`src/rtl/exec_ctrl.sv`:
```
// Execute sequencer for the external 8-bit ALU: IDLE -> EXEC -> WB.
// Owns a 4x8 register file, operand/select registers, flags and retirement error status.
module exec_ctrl #(
    parameter int NREGS = 4
) (
    input  logic       clk,
    input  logic       reset,
    input  logic       instr_valid,
    output logic       instr_ready,
    input  logic [3:0] op,
    input  logic [1:0] rd,
    input  logic [1:0] rs1,
    input  logic [1:0] rs2,
    input  logic [7:0] imm,
    output logic [7:0] ALU_A,
    output logic [7:0] ALU_B,
    output logic [3:0] ALU_Sel,
    input  logic [7:0] ALU_Out,
    input  logic       CarryOut,
    output logic       done,
    output logic       err,
    output logic       zero_flag,
    output logic       carry_flag,
    input  logic [1:0] dbg_sel,
    output logic [7:0] dbg_data
);

    localparam logic [3:0] OP_DIV     = 4'b0011;
    localparam logic [3:0] OP_ALU_MAX = 4'b1010;
    localparam logic [3:0] OP_LDI     = 4'b1111;

    typedef enum logic [1:0] {
        S_IDLE,
        S_EXEC,
        S_WB
    } state_t;

    state_t     state, state_next;
    logic [7:0] regs [NREGS];
    logic [3:0] op_q;
    logic [1:0] rd_q;
    logic [7:0] imm_q;
    logic       accept;

    logic       wr_en;
    logic [7:0] wr_data;
    logic       flag_en;
    logic       z_next;
    logic       c_next;
    logic       err_next;

    assign instr_ready = (state == S_IDLE);
    assign done        = (state == S_WB);
    assign accept      = instr_valid && instr_ready;
    assign dbg_data    = regs[dbg_sel];

    // NOTE: sequential state is always updated with <=, so every flop samples pre-edge values.
    always_ff @(posedge clk) begin
        if (reset) state <= S_IDLE;
        else       state <= state_next;
    end

    // NOTE: every output of a combinational block is defaulted first, so no path infers a latch.
    always_comb begin
        state_next = state;
        case (state)
            S_IDLE:  if (accept) state_next = S_EXEC;
            S_EXEC:  state_next = S_WB;
            S_WB:    state_next = S_IDLE;
            default: state_next = S_IDLE;
        endcase
    end

    // Retirement decision for the latched op, evaluated against the registered operands.
    always_comb begin
        wr_en    = 1'b0;
        wr_data  = ALU_Out;
        flag_en  = 1'b0;
        z_next   = (ALU_Out == 8'h00);
        c_next   = CarryOut;
        err_next = 1'b0;
        if (op_q == OP_LDI) begin
            wr_en   = 1'b1;
            wr_data = imm_q;
            flag_en = 1'b1;
            z_next  = (imm_q == 8'h00);
            c_next  = 1'b0;
        end else if ((op_q > OP_ALU_MAX) || ((op_q == OP_DIV) && (ALU_B == 8'h00))) begin
            err_next = 1'b1;
        end else begin
            wr_en   = 1'b1;
            flag_en = 1'b1;
        end
    end

    // NOTE: the register file is tiny and architecturally zero after reset, so it is reset like any flop.
    always_ff @(posedge clk) begin
        if (reset) begin
            for (int i = 0; i < NREGS; i++) regs[i] <= 8'h00;
            op_q       <= 4'b0000;
            rd_q       <= 2'b00;
            imm_q      <= 8'h00;
            ALU_A      <= 8'h00;
            ALU_B      <= 8'h00;
            ALU_Sel    <= 4'b0000;
            zero_flag  <= 1'b0;
            carry_flag <= 1'b0;
            err        <= 1'b0;
        end else begin
            if (accept) begin
                op_q    <= op;
                rd_q    <= rd;
                imm_q   <= imm;
                ALU_A   <= regs[rs1];
                ALU_B   <= regs[rs2];
                ALU_Sel <= (op > OP_ALU_MAX) ? 4'b0000 : op;
            end
            if (state == S_EXEC) begin
                if (wr_en) regs[rd_q] <= wr_data;
                if (flag_en) begin
                    zero_flag  <= z_next;
                    carry_flag <= c_next;
                end
                err <= err_next;
            end
        end
    end

endmodule

```
`config.mk`:
```
export PLATFORM = sky130hd
export DESIGN_NAME = exec_ctrl
export DESIGN_NICKNAME = d
export VERILOG_FILES = /design/src/rtl/exec_ctrl.sv
export SDC_FILE = /design/constraint.sdc
export NUM_CORES = 1
export LEC_CHECK = 0
export CAP_MARGIN = 20
export CELL_PAD_IN_SITES_DETAIL_PLACEMENT = 1
export CELL_PAD_IN_SITES_GLOBAL_PLACEMENT = 1
export CORE_MARGIN = 10
export CORE_UTILIZATION = 30
export CTS_BUF_LIST = sky130_fd_sc_hd__clkbuf_8
export DETAILED_ROUTE_END_ITERATION = 16
export GPL_ROUTABILITY_DRIVEN = 0
export PLACE_DENSITY = 0.72
export SYNTH_ARGS = -nofsm -noshare
export SYNTH_HDL_FRONTEND = slang
export SYNTH_SLANG_ARGS = --single-unit
```
`constraint.sdc`:
```
create_clock -name clk -period 3.7 [get_ports clk]
set_input_delay 0.925 -clock clk [delete_from_list [all_inputs] [get_ports clk]]
set_output_delay 0.925 -clock clk [all_outputs]
set_load 0.02 [all_outputs]
```
==> impl_metrics.tcl, run 1 <==
set metrics [dict create \
    outcome "finished, final reports clean" \
    antenna_found_initial 0 \
    post-route-min-period_ns 3.58 \
    core-area_um2 10800 \
    yosysUniqueCellTypes 33 \
    num-nets-final 393 \
    insertion_delay_ns 0.35 \
    cts_tree "done" \
    timing.fmax_ghz 0.279 \
    first_global_vias 2825 \
    slew_headroom 0.562 \
    min_delay_path_depth 2 \
    synth_seq_area_share 0.526 \
    crit_path_max_fanout 5 \
    syn2layout_area_growth_pct 30.8 \
    worst-r2r-cell-count 4 \
    final_common_cell "sky130_fd_sc_hd__nand2_1" \
    regToRegSetupSlack_ns 1.60 \
    overflow 0 \
    postCtsSetupRepairBufs 0 \
    critical_path_cell_with_the_highest_stage_delay "sky130_fd_sc_hd__clkdlybuf4s50_1" \
    worstMarginPinSlew_ns 0.656 \
    postRouteWirelength_mm 9.49 \
    clock_sink_count 71 \
    layout_setup_ws_ns 0.122 \
    setup_tns_ns 0 \
    cp.buffers_inverters 3 \
    pin_count_of_the_biggest_net_entering_global_routing 39 \
    die_area_um2 15600 \
    endpoint_kind "output port" \
    netlist.area_leader.share 0.290 \
    timing.critical_path.slowest_cell_delay_ns 0.56 \
    synth.yosys.warnings 0 \
    worst_ir_drop_vdd_mv 0.151 \
    timing.rr.start "ALU_B[1]$_SDFFE_PP0P_" \
    finalSetupViolations 0 \
    syn_inst_count 300 \
    die_width_um 125 \
    ctsRootBufferMaster "sky130_fd_sc_hd__clkbuf_8" \
    hold_start "ALU_Sel[3]$_SDFFE_PP0P_" \
    number_of_violations_reported_at_the_end_of_detailed_routing_iteration_0 87 \
    die_height_um 125 \
    avgRoutedWirePerCell_um 18.8 \
    final.setup_skew_ns 0.0100 \
    leakage_nw 1.56 \
    synth_fp_nets 332 \
    timing_max_transition_violations_final 0 \
    crit_chain "clkdlybuf4s50_1, buf_4, mux4_2, clkdlybuf4s50_1" \
    nature_of_the_critical_path_startpoint "primary input" \
    yosysTopAreaCell "sky130_fd_sc_hd__edfxtp_1" \
    numCtsBuffers 9 \
    firstDrtPassIters 4 \
    cap_viol_max_count 0 \
    cts_resized 0 \
    cts_hold_buffers 0 \
    worst-setup-path-type "in2out" \
    clkTransAtPathRegs_ns 0.08 \
    cp_top_family "buffers and inverters" \
    drt.antenna.violating_nets 0 \
    synth.area.top_cells "sky130_fd_sc_hd__edfxtp_1 (29%), sky130_fd_sc_hd__dfxtp_1 (24%), sky130_fd_sc_hd__mux4_2 (16%)" \
    crit_path_frequent_cell "sky130_fd_sc_hd__clkdlybuf4s50_1" \
    post_synth.cell_area_avg_um2 11.0 \
    worst_hold_path_type "reg2reg" \
    ctsHtreeMaxLevel 3 \
    synth.ff_latch_count 71 \
    final_layout_size_suffix_gt1_frac 0.148 \
    antennaDiodeCount 0 \
    placementRows 38 \
    io-pin-count 65 \
    worst_hold_path.endpoint "ALU_Sel[3]$_SDFFE_PP0P_" \
    final_cell_mix "sky130_fd_sc_hd__nand2_1 (70), sky130_fd_sc_hd__clkdlybuf4s50_1 (64), sky130_fd_sc_hd__dfxtp_1 (39), sky130_fd_sc_hd__a21oi_1 (36), sky130_fd_sc_hd__edfxtp_1 (32)" \
    power-per-cell-area_nw_per_um2 435 \
    preCtsSetupSlack_ns 0.0987 \
    finalHoldViolations 0 \
    placement.io_buffers 64 \
    grt_setup_unrepaired "no" \
    grt_pass1_wl_mm 15.5 \
    worst-endpoint-arrival_ns 2.65 \
    routed-via-count 2529 \
    avgViaCountPerCell 5.00 \
    grt.total_usage 0.122 \
    ctsLongestPathBuffers 2 \
    critPathRequiredTime_ns 2.77 \
    r2r-end "regs[1][2]$_SDFFCE_PN0P_" \
    final.period_utilization 0.967 \
    place_hpwl_mm 7.48 \
    drt_drc_violations_left 0 \
    netlist_area_um2 3310 \
    initial_utilization 0.305 \
]
per-layer routing:
metal / vias to the layer above / GRT usage / wire length [um]
met5: - / 0 / 0
met2: 51 / 0.213 / 4880
met3: 13 / 0.0275 / 413
met1: 1251 / 0.138 / 4040
met4: 0 / 0.0549 / 152
li1: 1214 / - / -
kinds of logic after synthesis:
family	after synthesis	share of synthesized area
AO/OA/AOI/OAI	48	0.0870
buffers and inverters	24	0.0314
flip-flops	71	0.526
multiplexers	33	0.192
AND/OR/NAND/NOR	124	0.163
power by group:
group / internal, mW / switching [mW] / leakage (nW)
sequential: 0.861 / 0.0378 / 0.649
combinational: 0.143 / 0.146 / 0.797
clock: 0.395 / 0.297 / 0.114
total: 1.40 / 0.481 / 1.56
state kept, by name, indices dropped and copies added, names as in the netlist:
name	count
regs	32
ALU_A	8
ALU_B	8
imm_q	8
ALU_Sel	4
op_q	4
rd_q	2
state	2
carry_flag	1
err	1
zero_flag	1
cell usage after synthesis, drive strengths merged:
master / instances
a21oi: 37
a31oi: 1
a41o: 1
and2: 2
buf: 14
clkbuf: 7
dfxtp: 39
edfxtp: 32
inv: 3
mux2: 1
mux2i: 8
mux4: 24
nand2: 70
nand2b: 1
nand3: 3
nand3b: 1
nand4: 1
nor2: 26
nor2b: 4
nor3: 9
nor4: 4
o2111ai: 2
o211ai: 1
o21ai: 3
o2bb2ai: 2
o31ai: 1
or2: 1
or4: 2
per-stage QoR:
stage / power [mW] / util / area [um^2] / instances / hold slack [ns]
after CTS: 1.90 / 0.399 / 4330 / 506 / 0.462
final: 1.88 / 0.399 / 4330 / 506 / 0.458
after detailed placement: 1.21 / 0.379 / 4100 / 490 / 0.452
after floorplan: 1.07 / - / 3310 / 300 / 0.443
after global routing: 1.95 / 0.399 / 4330 / 506 / 0.482
after global placement: 1.20 / 0.376 / 4080 / 489 / 0.445
worst max-delay path by stage:
stage	end	cells after the start	startpoint
floorplan	dbg_data[0]	2	dbg_sel[0]
global placement	dbg_data[0]	4	dbg_sel[0]
detailed placement	dbg_data[7]	4	dbg_sel[0]
CTS	dbg_data[7]	4	dbg_sel[0]
global route	dbg_data[7]	4	dbg_sel[0]
finish	dbg_data[7]	4	dbg_sel[0]
worst reg2reg max path: cells and delay by family, from the launching register on:
family           cells  cell delay (ns)
AO/OA/AOI/OAI        2             0.69
flip-flops           1             0.34
AND/OR/NAND/NOR      2             0.73
final cells by class:
class / count / area, um^2
Clock buffer: 10 / 138
Sequential cell: 71 / 1740
Timing Repair Buffer: 71 / 713
Inverter: 3 / 11.3
Tap cell: 140 / 175
Multi-Input combinational cell: 205 / 1460
Fill cell: 1233 / 6510
Clock inverter: 6 / 85.1
No activity file was read; power rests on OpenSTA's default activity.
==> inputs of run 2 (changes only) <==
- CTS_CLUSTER_SIZE: not set -> 40
==> results of run 2 <==
Same layout as run 1: the final DEF is identical, and so are final timing and power.
